`src/rtl/sdram_write_sequencer.sv`:
```
// Single-word SDRAM write sequencer: ACTIVE -> WRITE -> PRECHARGE per accepted request.
// Define SDRAM_WRITE_REFRESH_EN to compile in AUTO REFRESH (REF/WAIT_RFC, REFRESH_REQ/REFRESH_ACK).
module sdram_write_sequencer #(
  parameter int T_RCD = 2,
  parameter int T_WR  = 2,
  parameter int T_RP  = 2,
  parameter int T_RFC = 7
) (
  input  logic        CLK,
  input  logic        RESET,
  input  logic        INIT_DONE,
  input  logic        WR_REQ,
  input  logic [15:0] WR_DATA,
  input  logic [1:0]  BA_IN,
  input  logic [12:0] ROW_IN,
  input  logic [8:0]  COL_IN,
  input  logic        REFRESH_REQ,
  output logic        WR_ACK,
  output logic        NEXT,
  output logic        REFRESH_ACK,
  output logic        BUSY,
  output logic        CS_N,
  output logic        RAS_N,
  output logic        CAS_N,
  output logic        WE_N,
  output logic [1:0]  BA,
  output logic [12:0] ADDR,
  output logic [15:0] DQ_OUT,
  output logic        DQ_OE,
  output logic [1:0]  DQM
);
  typedef enum logic [3:0] {
    IDLE, ACT, WAIT_RCD, WR, WAIT_WR, PRE, WAIT_RP
`ifdef SDRAM_WRITE_REFRESH_EN
    , REF, WAIT_RFC
`endif
  } state_t;

  typedef struct packed {
    logic [1:0]  ba;
    logic [12:0] row;
    logic [8:0]  col;
    logic [15:0] data;
  } wr_req_t;

  typedef logic [7:0] cnt_t;

  localparam logic [3:0] CMD_NOP = 4'b0111;
  localparam logic [3:0] CMD_ACT = 4'b0011;
  localparam logic [3:0] CMD_WR  = 4'b0100;
  localparam logic [3:0] CMD_PRE = 4'b0010;
  localparam logic [3:0] CMD_REF = 4'b0001;

  state_t      state_q, state_d;
  cnt_t        cnt_q, cnt_d;
  wr_req_t     req_q, req_d;
  logic [3:0]  cmd_q, cmd_d;
  logic [1:0]  ba_q, ba_d;
  logic [12:0] addr_q, addr_d;
  logic [15:0] dq_q, dq_d;
  logic        oe_q, oe_d;
  logic [1:0]  dqm_q, dqm_d;
  logic        ack_q, ack_d;
  logic        next_q, next_d;
  logic        busy_q, busy_d;

  always_comb begin
    state_d = state_q;
    cnt_d   = cnt_q;
    req_d   = req_q;
    // Wait states leave when the counter reaches zero; it counts remaining cycles minus one.
    if (cnt_q != '0) cnt_d = cnt_q - 1'b1;
    case (state_q)
      IDLE: begin
`ifdef SDRAM_WRITE_REFRESH_EN
        if (INIT_DONE && REFRESH_REQ) state_d = REF;
        else
`endif
        if (INIT_DONE && WR_REQ) begin
          state_d = ACT;
          req_d   = '{ba: BA_IN, row: ROW_IN, col: COL_IN, data: WR_DATA};
        end
      end
      ACT: begin
        if (T_RCD == 1) state_d = WR;
        else begin
          state_d = WAIT_RCD;
          cnt_d   = cnt_t'(T_RCD - 2);
        end
      end
      WAIT_RCD: if (cnt_q == '0) state_d = WR;
      WR: begin
        state_d = WAIT_WR;
        cnt_d   = cnt_t'(T_WR - 1);
      end
      WAIT_WR: if (cnt_q == '0) state_d = PRE;
      PRE: begin
        if (T_RP == 1) state_d = IDLE;
        else begin
          state_d = WAIT_RP;
          cnt_d   = cnt_t'(T_RP - 2);
        end
      end
      WAIT_RP: if (cnt_q == '0) state_d = IDLE;
`ifdef SDRAM_WRITE_REFRESH_EN
      REF: begin
        if (T_RFC == 1) state_d = IDLE;
        else begin
          state_d = WAIT_RFC;
          cnt_d   = cnt_t'(T_RFC - 2);
        end
      end
      WAIT_RFC: if (cnt_q == '0) state_d = IDLE;
`endif
      default: state_d = IDLE;
    endcase
  end

  // Pins are decoded from the next state so every output is registered alongside the state.
  always_comb begin
    cmd_d  = CMD_NOP;
    ba_d   = ba_q;
    addr_d = addr_q;
    dq_d   = dq_q;
    oe_d   = 1'b0;
    dqm_d  = 2'b11;
    case (state_d)
      ACT: begin
        cmd_d  = CMD_ACT;
        ba_d   = req_d.ba;
        addr_d = req_d.row;
      end
      WR: begin
        cmd_d  = CMD_WR;
        ba_d   = req_d.ba;
        addr_d = {4'b0000, req_d.col};
        dq_d   = req_d.data;
        oe_d   = 1'b1;
        dqm_d  = 2'b00;
      end
      PRE: begin
        cmd_d  = CMD_PRE;
        addr_d = 13'h0400;
      end
`ifdef SDRAM_WRITE_REFRESH_EN
      REF: cmd_d = CMD_REF;
`endif
      default: ;
    endcase
    ack_d  = (state_q == IDLE) && (state_d == ACT);
    next_d = (state_q == WR);
    busy_d = (state_d != IDLE);
  end

  always_ff @(posedge CLK) begin
    if (RESET) begin
      state_q <= IDLE;
      cnt_q   <= '0;
      req_q   <= '0;
      cmd_q   <= CMD_NOP;
      ba_q    <= '0;
      addr_q  <= '0;
      dq_q    <= '0;
      oe_q    <= 1'b0;
      dqm_q   <= 2'b11;
      ack_q   <= 1'b0;
      next_q  <= 1'b0;
      busy_q  <= 1'b0;
    end else begin
      state_q <= state_d;
      cnt_q   <= cnt_d;
      req_q   <= req_d;
      cmd_q   <= cmd_d;
      ba_q    <= ba_d;
      addr_q  <= addr_d;
      dq_q    <= dq_d;
      oe_q    <= oe_d;
      dqm_q   <= dqm_d;
      ack_q   <= ack_d;
      next_q  <= next_d;
      busy_q  <= busy_d;
    end
  end

`ifdef SDRAM_WRITE_REFRESH_EN
  logic ref_ack_q;
  always_ff @(posedge CLK) begin
    if (RESET) ref_ack_q <= 1'b0;
    else       ref_ack_q <= (state_q == IDLE) && (state_d == REF);
  end
  assign REFRESH_ACK = ref_ack_q;
`else
  logic unused_refresh_req;
  assign unused_refresh_req = REFRESH_REQ;
  assign REFRESH_ACK = 1'b0;
`endif

  assign {CS_N, RAS_N, CAS_N, WE_N} = cmd_q;
  assign BA     = ba_q;
  assign ADDR   = addr_q;
  assign DQ_OUT = dq_q;
  assign DQ_OE  = oe_q;
  assign DQM    = dqm_q;
  assign WR_ACK = ack_q;
  assign NEXT   = next_q;
  assign BUSY   = busy_q;

endmodule
```
`config.mk`:
```
export PLATFORM = sky130hd
export DESIGN_NAME = sdram_write_sequencer
export DESIGN_NICKNAME = d
export VERILOG_FILES = /design/src/rtl/sdram_write_sequencer.sv
export SDC_FILE = /design/constraint.sdc
export NUM_CORES = 1
export LEC_CHECK = 0
export ABC_AREA = 1
export CAP_MARGIN = 20
export CORE_UTILIZATION = 45
export DETAILED_ROUTE_END_ITERATION = 8
export GPL_TIMING_DRIVEN = 0
export PLACE_DENSITY_LB_ADDON = 0.15
export SYNTH_ARGS = -nofsm -noshare
export SYNTH_HDL_FRONTEND = slang
export SYNTH_SLANG_ARGS = --single-unit
```
`constraint.sdc`:
```
create_clock -name CLK -period 2.4 [get_ports CLK]
set_clock_uncertainty 0.1 [all_clocks]
set_input_delay 0.48 -clock CLK [delete_from_list [all_inputs] [get_ports CLK]]
set_output_delay 0.48 -clock CLK [all_outputs]
set_load 0.03 [all_outputs]
```
==> results of run 1 <==
==> worst paths after layout <==
kind              slack, ps          to      start
setup / recovery        360      DQM[1]     DQM[0]
hold / removal          360   req_q[28]  req_q[28]
setup reg to reg        490  DQ_OUT[12]   cnt_q[0]
hold reg to reg         360   req_q[28]  req_q[28]
==> synth_stat cells, drive strengths merged (2+ instances only) <==
cell type,n
dfxtp,89
nor2,58
nand3,57
o21ai,47
nand2,43
inv,33
a21oi,28
mux2i,16
buf,15
clkbuf,10
a211oi,2
nand4,2
nor3,2
==> metrics by stage <==
step	instances	worst slack [ps]	cell area, um2	util	total power, mW
floorplan	410	744	3410	-	2.14
global placement	591	250	4360	0.598	2.31
detailed placement	591	211	4360	0.598	2.33
CTS	607	345	4570	0.627	3.41
global route	607	321	4570	0.627	3.56
finish	607	362	4570	0.627	3.38
==> critical path, delay by kind of cell (launching register included) <==
family | cells | cell delay, ps
buffers and inverters | 2 | 750
DFF | 1 | 350
==> registers in the layout, summed over array words and instances, names as in the netlist, 2 cells and up <==
register	count
state_q	4
req_q	38
BA	2
cmd_q	3
DQ_OUT	16
cnt_q	8
ADDR	13
==> power groups by stage <==
stage	combinational (mW)	clock, mW	sequential (mW)
final	0.665	1.09	1.63
after global routing	0.749	1.17	1.64
after CTS	0.668	1.12	1.63
after detailed placement	0.665	0	1.66
after global placement	0.652	0	1.66
after floorplan	0.472	0	1.67
==> final cells by class <==
class	instances	area [um2]
Timing Repair Buffer	82	821
Fill cell	688	2720
Inverter	33	124
Clock inverter	5	80.1
Multi-Input combinational cell	263	1370
Buffer	25	139
Clock buffer	11	131
Sequential cell	89	1780
Tap cell	99	124
==> logic make-up (layout without fill, tap and decap cells) <==
group,Yosys count,in the layout,synth area share
AO/OA/AOI/OAI,78,78,0.117
multiplexers,16,16,0.0470
adder cells (fa/ha/maj),1,1,0.00367
XOR/XNOR,1,1,0.00257
AND/OR/NAND/NOR,164,164,0.229
buffers and inverters,58,156,0.0772
other,1,3,0.00110
flip-flops,89,89,0.523
==> routing by layer <==
metal | part of all wire | vias to the layer above | wire, um | GRT usage
li1 | - | 1529 | - | -
met3 | 0.076 | 9 | 601 | 0.0739
met5 | 0 | - | 0 | 0
met1 | 0.46 | 1373 | 3610 | 0.267
met2 | 0.46 | 76 | 3610 | 0.341
met4 | 0.012 | 0 | 94 | 0.0823
==> flow_summary.toml, run 1 <==
[status]
status = "completed"

[logic_synthesis]
synth_ff_type = "dfxtp_1"
ys_warn_count = 0
ys_seq_area_frac = 0.523
synthTopCellsByArea = "dfxtp_1 52%, nand3_1 8.2%, o21ai_0 5.7%"
synth_edf_count = 0
async_flop_share = 0
syn_inst = 408
synth.top_cell.area_share = 0.523
synth_area_um2 = 3410
ys_types = 30
yosys.area.top_type = "dfxtp_1"
syn_area_per_cell_um2 = 8.35
ys_ff_latch = 89

[worst_hold_path]
hold_depth = 2
hp-class = "flop to flop"

[route]
postRouteWirelength_mm = 7.92
drc = 0
drtPass1Iterations = 4
wl_per_cell_um = 13.1
ant_nets = 0
vias_per_cell = 4.92
drtIter0Drc = 169
num_vias = 2987

[pwr]
irDropWorstVdd_uv = 450
power_switching_mw = 0.958
internal-power_mw = 2.43
power_density_nw_per_um2 = 741
p_sw_frac = 0.283
power_leakage_nw = 1.80
seq_power_share = 0.481
clkPwrFrac = 0.322
combPwrFrac = 0.196

[global_route]
grt_usage = 0.214
grt_pass1_vias = 2661
overflow = 0
grt_pass1_wl_mm = 12.7
grt_antenna_before_repair = 0
grt_start_max_net_pins = 15

[cts]
cts_tree = "done"
clk_pin_slew_ps = 90
insertion_delay_ps = 350
cts_max_path_buffers = 2
htree_levels = 3
ctsResizeCount = 0
cts_buffers = 9
post_cts_buffers = 0
cts_sinks = 89
root_buffer = "clkbuf_8"
ctsHoldBuffers = 0

[sta]
hold_viol = 0
fin_hold_ws_ps = 358
finalMaxSlewViolations = 0
worst_slew_pin_slew_ps = 514
finalCritPeriodShare = 0.849
rsz0062_at_grt = "false"
setup_viol_count_final = 0
fmaxAchievable_ghz = 0.491
relSlewSlack = 0.658
period_minus_slack_ps = 2040
setup_tns_ps = 0

[layout]
drive_gt1_frac = 0.0846
num_antenna_cells = 0
syn_to_final_growth_pct = 34.2
final_common_cell = "dfxtp_1"
nNetsFinal = 549
layout_common_cells = "89 x dfxtp_1, 82 x clkdlybuf4s50_1, 56 x nand3_1, 52 x nor2_1, 40 x nand2_1"

[placement]
port_buffers = 82
hpwl_mm = 5.84
routabilityCongestion = 0.886

[worst_setup_path]
startpoint_type = "flop"
endpoint_kind = "output pin"
critical_path.cell_chain = "buf_4, clkdlybuf4s50_1"
critical_path_class = "flop to output pin"
reg2reg_depth = 9
slowest_delay_ps = 650
worstPathRequired_ps = 1820
crit_fanout = 2
slowest_stage = "clkdlybuf4s50_1"
cp.arrival_ps = 1460

[floorplan]
row_count = 31
start_util = 0.467
core_area_um2 = 7290
die_area_um2 = 7920
num_io_pins = 87
die_x_um = 89.0
die_h_um = 89.0

[run]
max_cap_violations = 0
Power figures use the tool's default switching activity.
==> run 2, diff against run 1 <==
Settings changed: CORE_UTILIZATION 45 to 44.
Clock period 2.4 ns to 1.6 ns, I/O delays scaled along.
==> run 2 against run 1 <==
Routed wire length grew 13%; clock power up 66%; largest cell class unchanged; global-route usage rose by 0.53 points; critical path type is now flop to flop; worst setup slack got worse by 360 ps; sequential cell count did not move.
==> flow_summary.toml, run 2 (same netlist as run 1, synthesis figures left out) <==
[worst_setup_path]
path_buf_inv = 1
r2r-start = "cnt_q[4]"
critical_path.cell_chain = "nor2_2, nand2_2, nor2_8, nand4_4, nand2_4, nand3_4, buf_6, o21ai_2"
critPathTopFamily = "simple AND/OR/NAND/NOR gates"
slowest_stage = "dfxtp_1"
startpoint = "cnt_q[4]"
crit_cells = 8
ff2ff_setup_slack_ps = 3
worstPathRequired_ps = 1790
critical_path_class = "flop to flop"
reg2reg_depth = 8
slowest_delay_ps = 340
crit_fanout = 5
cp.arrival_ps = 1790
endpoint_kind = "flop"
startpoint_type = "flop"
endpoint = "DQ_OUT[0]"
r2r_end = "DQ_OUT[0]"

[layout]
multi_input_area_um2 = 1600
largest_register = "req_q"
ff_latch_area_um2 = 1790
largest_reg_flops = 38
final_common_cell = "dfxtp_1"
num_antenna_cells = 0
syn_to_final_growth_pct = 48.3
final_cell_area_um2 = 5050
layout_common_cells = "83 x dfxtp_1, 52 x nand3_1, 45 x nor2_1, 42 x clkdlybuf4s50_1"
fill_cells = 605
finalNonFillerCells = 628
nNetsFinal = 571
drive_gt1_frac = 0.225

[route]
ant_nets = 0
wl_per_cell_um = 14.3
postRouteWirelength_mm = 8.96
drtPass1Iterations = 4
drc = 0
drtIter0Drc = 124
vias_per_cell = 5.04
num_vias = 3162

[floorplan]
die_area_um2 = 8100
die_h_um = 90.0
core_area_um2 = 7370
num_io_pins = 87
row_count = 31
die_x_um = 90.0
start_util = 0.462

[cts]
clk_pin_slew_ps = 80
htree_levels = 3
cts_buffers = 9
cts_tree = "done"
root_buffer = "clkbuf_8"
cts_max_path_buffers = 2
insertion_delay_ps = 360
cts_sinks = 89

[sta]
setup_viol_count_final = 0
finalCritPeriodShare = 0.998
fmaxAchievable_ghz = 0.626
rsz0062_at_grt = "true"
hold_viol = 0
period_minus_slack_ps = 1600
finalMaxSlewViolations = 0
worst_slew_pin_slew_ps = 558
relSlewSlack = 0.628

[global_route]
grt_antenna_before_repair = 0
grt_start_max_net_pins = 15
overflow = 0
grt_pass1_wl_mm = 14.1
grt_usage = 0.219
grt_pass1_vias = 2995

[pwr]
power_mw = 5.62
clkPwrFrac = 0.322
seq_power_share = 0.438
p_sw_frac = 0.289
power_density_nw_per_um2 = 1110
internal-power_mw = 3.99
combPwrFrac = 0.240
power_switching_mw = 1.63
power_leakage_nw = 2.17
irDropWorstVdd_uv = 531

[placement]
hpwl_mm = 5.92
placed_cell_area_um2 = 4360
placed_cells = 591
port_buffers = 82
routabilityCongestion = 0.775

[status]
status = "completed"

[worst_hold_path]
hp-class = "flop to flop"

[run]
max_cap_violations = 0
==> run 2: cell types whose count changed in the layout (fill, tap and decap cells not counted), sizes merged, moves of 2 or more <==
cell | before | now
clkdlybuf4s50 | 82 | 42
dlygate4sd2 | 0 | 38
buf | 15 | 38
clkinvlp | 2 | 0
==> run 2: power by group through the flow <==
stage	Combinational, mW	Sequential (mW)	Clock (mW)
after floorplan	0.713	2.50	0
after global placement	0.982	2.49	0
after detailed placement	1.01	2.49	0
after CTS	1.15	2.45	1.83
after global routing	1.47	2.48	1.93
final	1.35	2.46	1.81
==> run 2: how the worst min path moves through the flow <==
| stage | from | endpoint | depth (start not counted) |
|---|---|---|---|
| global placement | req_q[26] | req_q[26] | 2 |
| floorplan | req_q[25] | req_q[25] | 2 |
| global route | req_q[33] | req_q[33] | 2 |
| detailed placement | req_q[31] | req_q[31] | 2 |
| finish | req_q[33] | req_q[33] | 2 |
| CTS | req_q[31] | req_q[31] | 2 |
==> run 2: worst min-delay path: stages (launching register included) <==
cell	delay, ps
dfxtp_1	300
inv_1	60
a21oi_1	50
==> run 2: area by class of cell <==
| class | instances | area share |
|---|---|---|
| Buffer | 25 | 0.0411 |
| Sequential cell | 89 | 0.355 |
| Tap cell | 99 | 0.0245 |
| Clock inverter | 5 | 0.0206 |
| Multi-Input combinational cell | 263 | 0.317 |
| Timing Repair Buffer | 104 | 0.191 |
| Inverter | 33 | 0.0260 |
| Clock buffer | 10 | 0.0253 |
==> run 2: per-stage QoR <==
| step | hold WS, ps | setup TNS (ps) | utilization | setup slack, ps |
|---|---|---|---|---|
| global route | 378 | -1180 | 0.685 | -86.3 |
| floorplan | 330 | 0 | - | 15.7 |
| detailed placement | 345 | -24700 | 0.592 | -432 |
| CTS | 359 | 0 | 0.645 | 3.92 |
| finish | 357 | 0 | 0.685 | 3.17 |
| global placement | 338 | -23390 | 0.592 | -422 |
==> run 2: repair_timing <==
item	in CTS	in global routing
pin swaps	7	27
setup endpoints to repair	108	69
resized for setup	80	72
buffers inserted	15	5
cloned	1	1
hold buffers	0	0
==> run 2: per-layer routing <==
layer	vias to the layer above	share of wire	track usage
met5	-	0	0
met4	0	0.022	0.0995
met3	17	0.056	0.0508
met2	104	0.49	0.362
met1	1463	0.43	0.272
li1	1578	-	-
==> run 3, diff against run 2 <==
Settings changed: CORE_MARGIN from default to 5, MAX_ROUTING_LAYER from default to met4, SLEW_MARGIN from default to 20.
==> run 3 against run 2 <==
The run now ends with setup timing left; worst setup slack worse by 23 ps; sequential cell count unchanged; design area up 0.97%; count of clock-buffer cells in the layout unchanged; highest routed layer unchanged; largest cell class unchanged; clock power down 9.9%; utilization down 1.9 points; first-iteration DRC count up 43%; die area up 19%; power down 1.2%; via count up 1.5%; sequential power up 2%.
==> flow_summary.toml, run 3 (same netlist as run 1, synthesis figures left out) <==
[placement]
routabilityCongestion = 0.852
port_buffers = 82
hpwl_mm = 6.24

[layout]
num_antenna_cells = 0
nNetsFinal = 578
final_common_cell = "dfxtp_1"
fill_cells = 620
drive_gt1_frac = 0.233
largest_register = "req_q"
syn_to_final_growth_pct = 49.7
layout_common_cells = "80 x dfxtp_1, 53 x nand3_1, 51 x nor2_1, 42 x clkdlybuf4s50_1"
largest_reg_flops = 38

[cts]
insertion_delay_ps = 350
htree_levels = 3
cts_buffers = 9
root_buffer = "clkbuf_8"
clk_pin_slew_ps = 90
cts_tree = "done"
cts_sinks = 89
cts_max_path_buffers = 2

[sta]
period_minus_slack_ps = 1620
fin_hold_ws_ps = 356
relSlewSlack = 0.603
finalMaxSlewViolations = 0
fin_ws_ps = -19.5
worst_slew_pin_slew_ps = 596
setup_viol_count_final = 12
rsz0062_at_grt = "true"
fmaxAchievable_ghz = 0.617
hold_viol = 0
finalCritPeriodShare = 1.01

[floorplan]
row_count = 32
die_area_um2 = 9600
start_util = 0.445
num_io_pins = 87
die_x_um = 98.0
die_h_um = 98.0
core_area_um2 = 7650

[worst_setup_path]
endpoint_kind = "flop"
startpoint_type = "flop"
critical_path_class = "flop to flop"
cp.arrival_ps = 1810
crit_fanout = 6
worstPathRequired_ps = 1790

[pwr]
power_density_nw_per_um2 = 1090
power_leakage_nw = 2.19
clkPwrFrac = 0.294
combPwrFrac = 0.256
power_switching_mw = 1.65
p_sw_frac = 0.298
seq_power_share = 0.450
internal-power_mw = 3.90
irDropWorstVdd_uv = 638
power_mw = 5.55

[worst_hold_path]
hp-class = "flop to flop"

[run]
max_cap_violations = 0

[global_route]
grt_pass1_vias = 3112
grt_usage = 0.197
grt_pass1_wl_mm = 14.9
overflow = 0
grt_start_max_net_pins = 15
grt_antenna_before_repair = 0

[route]
drtIter0Drc = 177
drtPass1Iterations = 4
postRouteWirelength_mm = 9.68
drc = 0
ant_nets = 0
vias_per_cell = 5.02
num_vias = 3208
wl_per_cell_um = 15.2

[status]
status = "complete, but fails checks"
failed_checks = "setup timing"
run 3: changes by cell type in the layout (fill, tap and decap cells not counted), moves of 3 or more:
cell     change
dfxtp_1      -3
inv_2        +3
mux2i_1      -3
o21ai_0      +3
mux2i_2      +4
nor2_2       -8
nor2_1       +6
buf_6        +5
run 3: final cells by class:
type	instances	area (um2)	share of cell area
multi-input cells	264	1610	0.315
well taps	102	128	0.0250
clock buffers	10	128	0.0250
inverters	33	126	0.0248
repair buffers	110	1030	0.203
flip-flops and latches	89	1800	0.353
clock inverters	6	82.6	0.0162
plain buffers	25	198	0.0388
run 3: final timing paths:
path | slack, ps | cells past startpoint | start | end
setup / recovery | -20 | 9 | cnt_q[0] | DQ_OUT[8]
hold reg to reg | 360 | 2 | ADDR[12] | ADDR[12]
setup reg to reg | -20 | 9 | cnt_q[0] | DQ_OUT[8]
hold / removal | 360 | 2 | ADDR[12] | ADDR[12]
run 3: through the flow:
stage | util | cell area (um2) | setup slack, ps | setup TNS, ps | std cells
final | 0.667 | 5100 | -19.5 | -138 | 639
after CTS | 0.634 | 4850 | -62.4 | -269 | 633
after floorplan | - | 3420 | 15.7 | 0 | 410
after detailed placement | 0.571 | 4370 | -472 | -25470 | 594
after global placement | 0.571 | 4370 | -446 | -24120 | 594
after global routing | 0.667 | 5100 | -118 | -2710 | 639
run 3: power groups by stage:
stage	clock (mW)	sequential (mW)	combinational, mW
floorplan	0	2.50	0.713
global placement	0	2.49	0.988
detailed placement	0	2.49	1.02
CTS	1.66	2.45	1.23
global route	1.77	2.52	1.54
finish	1.63	2.50	1.42
run 3: worst max-delay path, cell delays in order, from the launching register on:
cell and delay (ps):
dfxtp_2 330, inv_2 80, ha_4 150, nand2_4 60
nor2_8 130, nand4_4 140, nand2_4 140, nand3_4 130
buf_6 180, o21ai_2 100
run 3: what timing repair did:
item | CTS | global route
resized for setup | 89 | 64
pin swaps | 19 | 22
gates cloned | 4 | 1
setup endpoints to repair | 105 | 66
hold buffers | 0 | 0
buffers inserted | 20 | 5
run 3: routing by layer:
layer | global-route usage | routed length (um) | vias up
met5 | - | 0 | -
met4 | 0.0586 | 151 | 0
met3 | 0.0557 | 598 | 16
met2 | 0.315 | 4790 | 102
met1 | 0.242 | 4150 | 1493
li1 | - | - | 1597
